==> src/rtl/pipe_skid_buffer.sv <==
// pipe_skid_buffer: two-entry valid/ready pipeline register with flush bubbles.
// in_ready comes from state alone so the upstream path is fully registered.
module pipe_skid_buffer #(
    parameter int              WIDTH    = 32,
    parameter logic [WIDTH-1:0] CLR_MASK = {WIDTH{1'b1}},
    parameter int              CNT_W    = 16
) (
    input  logic             clk,
    input  logic             rst,
    input  logic             in_valid,
    output logic             in_ready,
    input  logic [WIDTH-1:0] in_data,
    input  logic             flush,
    output logic             out_valid,
    input  logic             out_ready,
    output logic [WIDTH-1:0] out_data,
    output logic [CNT_W-1:0] stall_cnt,
    output logic [CNT_W-1:0] bubble_cnt
);
    typedef enum logic [1:0] {EMPTY, ONE, TWO} state_t;

    state_t           state_q, state_d;
    logic [WIDTH-1:0] or_q, or_d, sr_q, sr_d;
    logic [CNT_W-1:0] stall_q, stall_d, bubble_q, bubble_d;
    logic             accept, consume;

    assign in_ready   = state_q != TWO;
    assign out_valid  = state_q != EMPTY;
    assign out_data   = or_q;
    assign stall_cnt  = stall_q;
    assign bubble_cnt = bubble_q;
    assign accept     = in_valid && in_ready;
    assign consume    = out_valid && out_ready;

    always_comb begin
        state_d  = state_q;
        or_d     = or_q;
        sr_d     = sr_q;
        bubble_d = bubble_q;
        stall_d  = (out_valid && !out_ready && stall_q != '1) ? stall_q + CNT_W'(1) : stall_q;
        if (flush) begin
            // a flush with an accept loads a masked bubble instead of the word
            sr_d    = '0;
            or_d    = accept ? (in_data & ~CLR_MASK) : '0;
            state_d = accept ? ONE : EMPTY;
            bubble_d = (accept && bubble_q != '1) ? bubble_q + CNT_W'(1) : bubble_q;
        end else begin
            case (state_q)
                EMPTY: begin
                    if (accept) begin
                        or_d    = in_data;
                        state_d = ONE;
                    end
                end
                ONE: begin
                    if (accept && consume) begin
                        or_d = in_data;
                    end else if (consume) begin
                        state_d = EMPTY;
                    end else if (accept) begin
                        sr_d    = in_data;
                        state_d = TWO;
                    end
                end
                TWO: begin
                    if (consume) begin
                        or_d    = sr_q;
                        state_d = ONE;
                    end
                end
                default: state_d = EMPTY;
            endcase
        end
    end

    always_ff @(posedge clk or posedge rst) begin
        if (rst) begin
            state_q  <= EMPTY;
            or_q     <= '0;
            sr_q     <= '0;
            stall_q  <= '0;
            bubble_q <= '0;
        end else begin
            state_q  <= state_d;
            or_q     <= or_d;
            sr_q     <= sr_d;
            stall_q  <= stall_d;
            bubble_q <= bubble_d;
        end
    end
endmodule
==> config.mk <==
export PLATFORM = sky130hd
export DESIGN_NAME = pipe_skid_buffer
export DESIGN_NICKNAME = d
export VERILOG_FILES = /design/src/rtl/pipe_skid_buffer.sv
export SDC_FILE = /design/constraint.sdc
export NUM_CORES = 1
export LEC_CHECK = 0
export CAP_MARGIN = 10
export CORE_ASPECT_RATIO = 0.9
export CORE_UTILIZATION = 40
export DETAILED_ROUTE_END_ITERATION = 10
export GPL_TIMING_DRIVEN = 1
export PLACE_DENSITY = 0.66
export RECOVER_POWER = 100
export SYNTH_ARGS = -nofsm -noshare
export SYNTH_HDL_FRONTEND = slang
export SYNTH_SLANG_ARGS = --single-unit
==> constraint.sdc <==
create_clock -name clk -period 7.7 [get_ports clk]
set_input_delay 1.155 -clock clk [delete_from_list [all_inputs] [get_ports clk]]
set_output_delay 1.155 -clock clk [all_outputs]
set_load 0.005 [all_outputs]
# Word-level counts from Yosys, hierarchy flattened
# Cells that the tools add are included.
# Widths: inputs -> output; s select.
[word_totals]
output_inout_bits = 66
mem_bits_rw = 0
in_bits = 37
elab_cells = 52
latch_bits = 0
memories = 0
ff_bits = 98
mem_bits_ro = 0
[op_classes]
bitwise_logic = 0
shifts = 0
mul = 0
div = 0
mux = 17
eq_ne = 12
n_reduce_logical = 16
n_lt_le_gt_ge = 0
add_sub_neg = 2
[op_table]
columns = ["cell", "n"]
rows = [
  ["$mux 32", 8],
  ["$pmux 32 s3", 1],
  ["$add 16x1->16 const B", 2],
  ["$ne 16x16->1 const B", 2],
  ["$mux 2", 6],
  ["$ne 3x3->1 const B", 4],
  ["$reduce_and 4->1", 3],
  ["$logic_and 1x1->1", 6],
  ["$ne 2x2->1 const B", 3],
  ["$pmux 2 s3", 1],
  ["$reduce_bool 2->1", 3],
  ["$ne 4x4->1 const B", 1],
  ["$reduce_bool 4->1", 1],
  ["$eq 2x1->1 const B", 1],
  ["$eq 2x2->1 const B", 1],
  ["$logic_not 2->1", 1],
  ["$reduce_and 2->1", 1],
  ["$logic_not 1->1", 1],
  ["$mux 1", 1],
]

# Depth between registers and ports, before layout
# Gate-level depths: netlist of run 1.
[logic_depth]
word_depth = 7
ltp_mapped = 6

# Worst setup path after synthesis of run 1
# Ideal clock, no wire load.
[synth_timing]
path_type = "input -> register"
start = "input flush"
end = "register bubble_q[13] (netlist: bubble_cnt[13])"
arrival_time_ns = 2.325
path_stages = 6
setup_slack_ns = 5.296
n_path_buf = 2
required_ns = 7.621
cell_sequence = "clkbuf_1 -> nand2_1 -> or3_1 -> buf_2 -> nor4_1 -> xor2_1"
[synth_between]
elab_chain_cells = 1
[synth_rtl]
columns = ["element", "line", "source"]
rows = [
  ["start: declaration", "13", "input logic flush,"],
  ["$reduce_and 2->1 (no source line)", "--", ""],
  ["end signal: assignment", "88", "bubble_q <= bubble_d;"],
  ["end: declaration", "24", "logic [CNT_W-1:0] stall_q, stall_d, bubble_q, bubble_d;"],
]
# Every way passes these cells.
# A chain may end at the register's enable or synchronous reset.

# Worst setup path in the final report of run 1
[layout_timing]
start = "input flush"
end = "register or_q[19] (netlist: out_data[19])"
[layout_between]
elab_chain_cells = 2
[layout_rtl]
columns = ["element", "line", "source"]
rows = [
  ["$ne 3x3->1 (no source line) / $reduce_bool 4->1 (equally long branches)", "--", ""],
  ["$reduce_and 4->1 (no source line)", "--", ""],
  ["end signal: assignment", "85", "or_q <= or_d;"],
  ["end: declaration", "23", "logic [WIDTH-1:0] or_q, or_d, sr_q, sr_d;"],
]
# Parallel ways exist; a longest one is shown, timed or not.

==> results of run 1 <==
-- worst max path at each step --
stage	end	slack, ns	startpoint	depth (start not counted)
after floorplan	bubble_cnt[0]	3.98	rst	1
after global placement	in_ready	4.28	state_q[1]	3
after detailed placement	in_ready	4.24	state_q[1]	3
after CTS	in_ready	3.86	state_q[1]	3
after global routing	out_data[19]	2.09	flush	5
final	out_data[19]	2.63	flush	5
-- placed cells by master, fill, tap and decap left out, drive strengths merged --
master,count
nor4b,1
dfrtp,98
o21ai,1
o22ai,1
and2,1
nand4,14
nor2b,1
o21ba,1
o311ai,1
xnor2,9
clkdlybuf4s50,34
inv,7
nor3b,2
ha,2
nor2,10
nand3b,1
dlygate4sd3,67
clkinvlp,1
buf,4
a221o,1
o21bai,1
or3,3
bufinv,1
clkinv,3
and3,3
nand3,11
a31oi,3
a211oi,1
xor2,17
o2111ai,1
and4,3
nand2,137
clkbuf,13
a21oi,70
a311oi,1
mux2,35
nor4,7
nand2b,1
or2,1
nor3,9
-- cell families after synthesis --
family,count (synthesis)
flip-flops,98
adder cells (fa/ha/maj),2
XOR/XNOR,26
AND/OR/NAND/NOR,205
AO/OA/AOI/OAI,82
buffers and inverters,33
multiplexers,35
-- stage by stage --
| step | hold WS [ns] | power [mW] | util (%) | cells |
|---|---|---|---|---|
| 5_1_grt | 0.506 | 1.41 | 55.1 | 730 |
| 3_3_place_gp | 0.486 | 0.901 | 52.1 | 713 |
| 4_1_cts | 0.502 | 1.38 | 55.0 | 729 |
| 3_5_place_dp | 0.491 | 0.909 | 52.1 | 713 |
| 2_1_floorplan | 0.484 | 0.749 | - | 481 |
| 6_report | 0.493 | 1.34 | 55.1 | 730 |
-- power breakdown --
part,internal (mW),switching [mW]
registers,0.571,0.0586
logic,0.141,0.106
clock network,0.271,0.190
total,0.984,0.355
-- sequential cells by signal, indices dropped and copies added (netlist names) --
name	flops
out_data	32
sr_q	32
bubble_cnt	16
stall_cnt	16
state_q	2
-- layout make-up --
cell class | count | area (sq um) | area share (%)
Clock inverter | 5 | 61.3 | 1.01
Sequential cell | 98 | 2450 | 40.5
Tap cell | 152 | 190 | 3.14
Multi-Input combinational cell | 350 | 2010 | 33.1
Inverter | 7 | 27.5 | 0.454
Timing Repair Buffer | 107 | 1070 | 17.6
Clock buffer | 11 | 253 | 4.17
-- worst max-delay path: cells and delay by family --
kind / cells / cell delay, ns
compound gates: 1 / 0.27
buf+inv: 3 / 3.38
mux: 1 / 0.45
-- cell usage after synthesis (3+ instances only) --
master / number / share of area (%)
nand2_1: 137 / 11
dfrtp_1: 98 / 53
a21oi_1: 70 / 7.6
mux2_2: 35 / 8.6
clkbuf_1: 21 / 1.7
xor2_1: 17 / 3.2
nand4_1: 14 / 1.9
nand3_1: 11 / 1.2
nor2_1: 10 / 0.82
nor3_1: 9 / 0.98
xnor2_1: 9 / 1.7
inv_1: 6 / 0.49
nor4_1: 6 / 0.82
buf_2: 4 / 0.44
a31oi_1: 3 / 0.41
and3_1: 3 / 0.41
and4_1: 3 / 0.57
or3_1: 3 / 0.41
-- per-layer routing --
layer / GRT usage, % / vias up / share of wire (%)
met3: 3.16 / 11 / 4.5
met4: 6.12 / 0 / 1.4
met1: 25.6 / 1793 / 45
met5: 0 / - / 0
li1: - / 1833 / -
met2: 31.7 / 94 / 49
==> impl_metrics.env, run 1 <==
export IMPL_pre_cts_ws_ns=4.24
export IMPL_crit_required_ns=7.91
export IMPL_fin_ws_ns=2.63
export IMPL_ys_warnings_count=0
export IMPL_fillers=1007
export IMPL_synthAdderAreaFrac_pct=0.545
export IMPL_reg2reg_slack_ns=3.33
export IMPL_worst_r2r_path_depth=6
export IMPL_violations="capacitance limit, slew limit"
export IMPL_grt_overflow=0
export IMPL_grt_pass1_vias=3753
export IMPL_fin_crit_sh_pct=65.9
export IMPL_outcome="finished with violations"
export IMPL_hold_class="register to register"
export IMPL_synth_seq_area_share_pct=53.4
export IMPL_hold_viol_final=0
export IMPL_hold_path_startpoint="bubble_cnt[15]"
export IMPL_grt_pass1_wl_um=18200
export IMPL_tritoncts="built"
export IMPL_ant_nets=0
export IMPL_drc=0
export IMPL_final_nets=612
export IMPL_power_per_cell_area_mw_per_mm2=221
export IMPL_worstReg2RegStart="state_q[1]"
export IMPL_root_buffer="clkbuf_16"
export IMPL_clock_sinks=98
export IMPL_worst_slew_pin_slew_ns=2.80
export IMPL_path_max_fanout=69
export IMPL_place_area_sq_mm=0.00573
export IMPL_area_delta_synth_final_pct=32.0
export IMPL_slew_viol_final=143
export IMPL_holdPathStages=1
export IMPL_grt_max_degree=70
export IMPL_cts_buffers=9
export IMPL_leakagePower_nw=2.72
export IMPL_diodes=0
export IMPL_first_pass_iters=4
export IMPL_design_area_sq_mm=0.00606
export IMPL_synthCells=481
export IMPL_drv_cap=3
export IMPL_grt_setup_unrepaired="false"
export IMPL_portBuffers=102
export IMPL_synth_distinct_cells=38
export IMPL_end_kind="register"
export IMPL_cp_cell_sequence="buf_2 > clkbuf_1 > a221o_1 > clkbuf_1 > mux2_2"
export IMPL_synthMuxAreaShare_pct=8.59
export IMPL_initialDrtViolationCount=188
export IMPL_grtUsageTotal_pct=19.2
export IMPL_setup_viol=0
export IMPL_cts_htree_levels=3
export IMPL_skew_ns=0.00622
export IMPL_syn_num_nets=520
export IMPL_synth_compound_area_share_pct=9.62
export IMPL_syn_avg_cell_area_sq_um=9.54
export IMPL_fmax_mhz=197
export IMPL_cts_hold_buf=0
export IMPL_cts_clk_slew_worst_paths_ns=0.06
export IMPL_dp_hpwl_um=7200
export IMPL_wl_per_cell_um=14.6
export IMPL_antenna_found_initial=0
export IMPL_start_kind="input port"
export IMPL_cts_resized=0
export IMPL_ir_worst_vdd_v=0.000130
export IMPL_tns_ns=0
export IMPL_hold_path_end="bubble_cnt[15]"
export IMPL_rows=36
export IMPL_slowest_stage="clkbuf_1"
export IMPL_path_class="input port to register"
export IMPL_routabilityCongestion=0.821
export IMPL_synth_seq_cells=98
export IMPL_worstSkewPairLatency_ns=0.33
export IMPL_drive_gt1_share_pct=10.4
export IMPL_io_pins=103
export IMPL_synth_simple_area_share_pct=19.9
export IMPL_dieArea_sq_mm=0.0119
export IMPL_synth_top_family_by_area="simple AND/OR/NAND/NOR gates"
export IMPL_critPathMaxStageDelay_ns=1.97
export IMPL_async_flop_share_pct=100
export IMPL_relSlewSlack_pct=-86.6
export IMPL_start_util_pct=41.8
export IMPL_syn_area_sq_mm=0.00459
export IMPL_die_width_um=115
export IMPL_vias=3731
export IMPL_via_per_inst=5.11
export IMPL_reg2reg_to="out_data[19]"
export IMPL_core_area_sq_mm=0.0110
export IMPL_synth_xor_area_share_pct=4.96
export IMPL_die_h_um=104
export IMPL_synth_edf_count=0
export IMPL_routed_wl_um=10700
export IMPL_postCtsSetupBuffers=0
export IMPL_arrival_ns=5.29
export IMPL_path_common_cell="clkbuf_1"
export IMPL_ys_flop_type="dfrtp_1"
export IMPL_layout_min_cycle_time_ns=5.07
export IMPL_cts_buffer_depth=2
No activity file was read; power rests on OpenSTA's default activity.
==> run 2: changes to the inputs <==
--- a/config.mk
+++ b/config.mk
@@ -10,7 +10,7 @@
 export CORE_UTILIZATION = 40
 export DETAILED_ROUTE_END_ITERATION = 10
 export GPL_TIMING_DRIVEN = 1
-export PLACE_DENSITY = 0.66
+export PLACE_DENSITY = 0.68
 export RECOVER_POWER = 100
 export SYNTH_ARGS = -nofsm -noshare
 export SYNTH_HDL_FRONTEND = slang
==> constraint.sdc (replaced) <==
create_clock -name clk -period 4.6 [get_ports clk]
set_input_delay 0.69 -clock clk [delete_from_list [all_inputs] [get_ports clk]]
set_output_delay 0.69 -clock clk [all_outputs]
set_load 0.005 [all_outputs]
==> run 2 against run 1 <==
  * The run still ends with capacitance limit, slew limit left
  * Sequential cell count stayed put
  * Sequential share of layout area grew 0.41 points
  * Worst hold slack worse by 0.0036 ns
  * Count of clock-buffer cells in the layout decreased by 2
  * Combinational power up 66%
==> impl_metrics.env, run 2 (synthesized netlist as in run 1, its figures left out) <==
export IMPL_hold_viol_final=0
export IMPL_arrival_ns=2.54
export IMPL_leakagePower_nw=2.71
export IMPL_pre_cts_ws_ns=1.83
export IMPL_drv_cap=1
export IMPL_core_area_sq_mm=0.0110
export IMPL_p_int_mw=1.60
export IMPL_diodes=0
export IMPL_grt_pass1_vias=3746
export IMPL_grt_pass1_wl_um=18600
export IMPL_io_pins=103
export IMPL_dp_hpwl_um=6960
export IMPL_hold_class="register to register"
export IMPL_final_nets=613
export IMPL_violations="capacitance limit, slew limit"
export IMPL_first_pass_iters=4
export IMPL_path_class="register to primary output"
export IMPL_area_delta_synth_final_pct=30.7
export IMPL_swShare_pct=26.8
export IMPL_clock_sinks=98
export IMPL_finish_utilization_pct=54.6
export IMPL_setup_viol=0
export IMPL_initialDrtViolationCount=213
export IMPL_grt_max_degree=85
export IMPL_path_max_fanout=35
export IMPL_cts_resized=0
export IMPL_grt_setup_unrepaired="false"
export IMPL_antenna_found_initial=0
export IMPL_start_kind="register"
export IMPL_fmax_mhz=309
export IMPL_relSlewSlack_pct=-10.5
export IMPL_tns_ns=0
export IMPL_p_switching_uw=588
export IMPL_cts_buffer_depth=2
export IMPL_cts_hold_buf=0
export IMPL_drive_gt1_share_pct=9.86
export IMPL_vias=3768
export IMPL_final_cell_mix="nand2_1 (137), dfrtp_1 (98), a21oi_1 (70), dlygate4sd3_1 (69), mux2_2 (35)"
export IMPL_grt_overflow=0
export IMPL_crit_required_ns=3.91
export IMPL_via_per_inst=5.16
export IMPL_fin_cells=730
export IMPL_fin_ws_ns=1.37
export IMPL_slew_viol_final=25
export IMPL_ant_nets=0
export IMPL_p_seq_share_pct=48.1
export IMPL_cts_htree_levels=3
export IMPL_routabilityCongestion=0.845
export IMPL_reg2reg_slack_ns=1.40
export IMPL_wl_per_cell_um=14.6
export IMPL_power_total_mw=2.19
export IMPL_end_kind="primary output"
export IMPL_dieArea_sq_mm=0.0119
export IMPL_ir_worst_vdd_v=0.000211
export IMPL_drc=0
export IMPL_routed_wl_um=10700
export IMPL_layout_min_cycle_time_ns=3.23
export IMPL_worst_slew_pin_slew_ns=1.65
export IMPL_clock_power_share_pct=33.2
export IMPL_postCtsSetupBuffers=0
export IMPL_layout_commonest_cell="nand2_1"
export IMPL_power_per_cell_area_mw_per_mm2=365
export IMPL_portBuffers=102
export IMPL_die_width_um=115
export IMPL_worst_hold_slack_ns=0.490
export IMPL_design_area_sq_mm=0.00600
export IMPL_start_util_pct=41.8
export IMPL_die_h_um=104
export IMPL_dpl_cell_count=715
export IMPL_fillers=1029
export IMPL_rows=36
export IMPL_outcome="finished with violations"
export IMPL_comb_power_share_pct=18.7
export IMPL_tritoncts="built"
export IMPL_root_buffer="clkbuf_16"
export IMPL_cts_clk_slew_worst_paths_ns=0.06
export IMPL_skew_ns=0.00502
export IMPL_place_area_sq_mm=0.00574
export IMPL_cts_buffers=9
export IMPL_grtUsageTotal_pct=19.6
export IMPL_worstSkewPairLatency_ns=0.34
export IMPL_fin_crit_sh_pct=70.3
-- run 2: cell count changes in the layout (fill, tap and decap cells not counted), moves of 2 or more --
cell	previous run	this run
clkinv_2	1	4
clkbuf_8	2	0
clkdlybuf4s50_1	34	32
dlygate4sd3_1	67	69
-- run 2: metal layers --
layer  part of all wire [%]  global-route usage, %  wire, um  vias to the layer above
li1                       -                      -         -                     1831
met4                   0.94                   5.19       100                        0
met1                     47                   27.0      4990                     1835
met2                     48                   30.4      5130                       96
met3                    4.4                   5.15       469                        6
met5                      0                      0         0                        -
-- run 2: final cells by class --
cell class / count / area (sq um) / area share, %
multi-input combinational: 350 / 1990 / 33.2
sequential: 98 / 2450 / 40.9
timing repair buffer: 108 / 1050 / 17.5
inverter: 7 / 28.8 / 0.480
tap: 152 / 190 / 3.17
clock buffer: 9 / 225 / 3.75
clock inverter: 6 / 58.8 / 0.980
-- run 2: power by group through the flow --
| stage | Clock (mW) | Combinational (mW) | Sequential (mW) |
|---|---|---|---|
| 2_1_floorplan | 0 | 0.191 | 1.06 |
| 3_3_place_gp | 0 | 0.439 | 1.07 |
| 3_5_place_dp | 0 | 0.449 | 1.07 |
| 4_1_cts | 0.753 | 0.451 | 1.06 |
| 5_1_grt | 0.793 | 0.456 | 1.07 |
| 6_report | 0.729 | 0.409 | 1.05 |
-- run 2: critical path: stages, from the launching register on --
cell and delay (ns):
dfrtp_1 0.45, nor2b_1 0.17, inv_1 0.87, dlygate4sd3_1 0.70
-- run 2: final timing paths --
| kind | start | endpoint | cells past startpoint |
|---|---|---|---|
| min | bubble_cnt[15] | bubble_cnt[15] | 1 |
| min in group asynchronous | rst | bubble_cnt[15] | 2 |
| min reg2reg | bubble_cnt[15] | bubble_cnt[15] | 1 |
| max | state_q[1] | in_ready | 3 |
| max in group asynchronous | rst | out_data[12] | 3 |
| max reg2reg | state_q[1] | out_data[11] | 6 |
==> run 3: changes to the inputs <==
==> constraint.sdc (replaced) <==
create_clock -name clk -period 2.6 [get_ports clk]
set_input_delay 0.39 -clock clk [delete_from_list [all_inputs] [get_ports clk]]
set_output_delay 0.39 -clock clk [all_outputs]
set_load 0.005 [all_outputs]
==> run 3 against run 2 <==
  * The flow now finishes without violations
  * Via count up 0.77%
  * Sequential cell count unchanged
  * Utilization up 0.27 points
  * Final area up 0.50%
  * Routed wire length up 0.14%
  * Largest cell class unchanged
  * Largest power group unchanged
  * Highest routed layer unchanged
==> impl_metrics.env, run 3 (synthesized netlist as in run 1, its figures left out) <==
export IMPL_hold_class="register to register"
export IMPL_final_cell_mix="nand2_1 (137), dfrtp_1 (98), a21oi_1 (70), dlygate4sd3_1 (69), mux2_2 (35)"
export IMPL_drc=0
export IMPL_ir_worst_vdd_v=0.000355
export IMPL_die_width_um=115
export IMPL_first_pass_iters=4
export IMPL_design_area_sq_mm=0.00603
export IMPL_worstSkewPairLatency_ns=0.34
export IMPL_start_kind="register"
export IMPL_hold_viol_final=0
export IMPL_leakagePower_nw=2.71
export IMPL_postCtsSetupBuffers=0
export IMPL_top_layer="met4"
export IMPL_grt_pass1_vias=3604
export IMPL_routed_wl_um=10700
export IMPL_fin_ws_ns=0.330
export IMPL_fin_crit_sh_pct=87.3
export IMPL_wl_met1_um=5030
export IMPL_grt_setup_unrepaired="false"
export IMPL_die_h_um=104
export IMPL_p_switching_mw=1.07
export IMPL_dieArea_sq_mm=0.0119
export IMPL_cts_clk_slew_worst_paths_ns=0.07
export IMPL_comb_power_share_pct=18.9
export IMPL_antenna_found_initial=0
export IMPL_start_util_pct=41.8
export IMPL_layout_min_cycle_time_ns=2.27
export IMPL_rows=36
export IMPL_tns_ns=0
export IMPL_via_per_inst=5.17
export IMPL_cts_htree_levels=3
export IMPL_power_total_mw=3.85
export IMPL_outcome="completed"
export IMPL_crit_required_ns=2.21
export IMPL_dp_hpwl_um=7150
export IMPL_tritoncts="built"
export IMPL_slew_viol_final=0
export IMPL_grt_pass1_wl_um=18000
export IMPL_path_max_fanout=13
export IMPL_place_area_sq_mm=0.00579
export IMPL_fmax_mhz=441
export IMPL_wl_per_cell_um=14.6
export IMPL_cts_buffer_depth=2
export IMPL_regArea_sq_mm=0.00245
export IMPL_fillers=1014
export IMPL_drv_cap=0
export IMPL_grt_max_degree=99
export IMPL_multi_input_area_sq_mm=0.00199
export IMPL_area_delta_synth_final_pct=31.4
export IMPL_final_nets=616
export IMPL_met2_length_um=5150
export IMPL_core_area_sq_mm=0.0110
export IMPL_layout_commonest_cell="nand2_1"
export IMPL_clock_power_share_pct=32.7
export IMPL_end_kind="primary output"
export IMPL_setup_viol=0
export IMPL_routabilityCongestion=0.805
export IMPL_swShare_pct=27.7
export IMPL_root_buffer="clkbuf_16"
export IMPL_p_seq_share_pct=48.5
export IMPL_grtUsageTotal_pct=19.1
export IMPL_finish_utilization_pct=54.8
export IMPL_clock_sinks=98
export IMPL_relSlewSlack_pct=10.9
export IMPL_ant_nets=0
export IMPL_skew_ns=0.00695
export IMPL_grt_overflow=0
export IMPL_cts_hold_buf=0
export IMPL_drive_gt1_share_pct=11.0
export IMPL_reg2reg_slack_ns=0.34
export IMPL_arrival_ns=1.88
export IMPL_path_class="register to primary output"
export IMPL_initialDrtViolationCount=156
export IMPL_worst_slew_pin_slew_ns=1.34
export IMPL_pre_cts_ws_ns=0.454
export IMPL_power_per_cell_area_mw_per_mm2=639
export IMPL_dr_wl_met3_um=414
export IMPL_cts_buffers=9
export IMPL_cts_resized=0
export IMPL_vias=3797
export IMPL_portBuffers=102
export IMPL_p_int_mw=2.78
export IMPL_io_pins=103
export IMPL_diodes=0
[run 3: cell count changes in the layout (fill, tap and decap cells not counted), moves of 2 or more]
cell / before / now
clkinv_2: 4 / 1
clkinvlp_4: 0 / 3
buf_4: 3 / 6
clkbuf_4: 0 / 2
[run 3: power groups by stage]
stage               registers [mW]  clock network (mW)  logic [mW]
finish                        1.87                1.26       0.726
global route                  1.90                1.36       0.801
CTS                           1.88                1.30       0.805
detailed placement            1.90                   0       0.803
global placement              1.89                   0       0.786
floorplan                     1.88                   0       0.338
[run 3: final timing paths]
kind,depth (start not counted),startpoint,to
max in group asynchronous,3,rst,sr_q[18]
setup reg to reg,6,state_q[1],out_data[18]
hold / removal,1,bubble_cnt[15],bubble_cnt[15]
min in group asynchronous,3,rst,bubble_cnt[12]
setup / recovery,3,state_q[1],in_ready
hold reg to reg,1,bubble_cnt[15],bubble_cnt[15]
[run 3: layout make-up]
cell class                      count  share of cell area (%)
Timing Repair Buffer              111                    17.9
Clock buffer                       11                    4.03
Clock inverter                      5                   0.623
Inverter                            7                   0.498
Tap cell                          152                    3.15
Multi-Input combinational cell    350                    33.1
Sequential cell                    98                    40.7
[run 3: stage by stage]
step,hold slack (ns),std cells
4_1_cts,0.510,734
2_1_floorplan,0.457,481
3_5_place_dp,0.494,718
6_report,0.501,734
3_3_place_gp,0.491,718
5_1_grt,0.514,734
[run 3: per-layer routing]
metal  GRT usage, %  up-vias
li1               -     1845
met1           26.3     1853
met2           30.8       89
met3           4.10       10
met4           4.17        0
met5              0        -
[run 3: critical path, stage by stage, from the launching register on]
cell	delay [ns]
dfrtp_1	0.47
nor2b_1	0.27
inv_2	0.19
dlygate4sd3_1	0.62
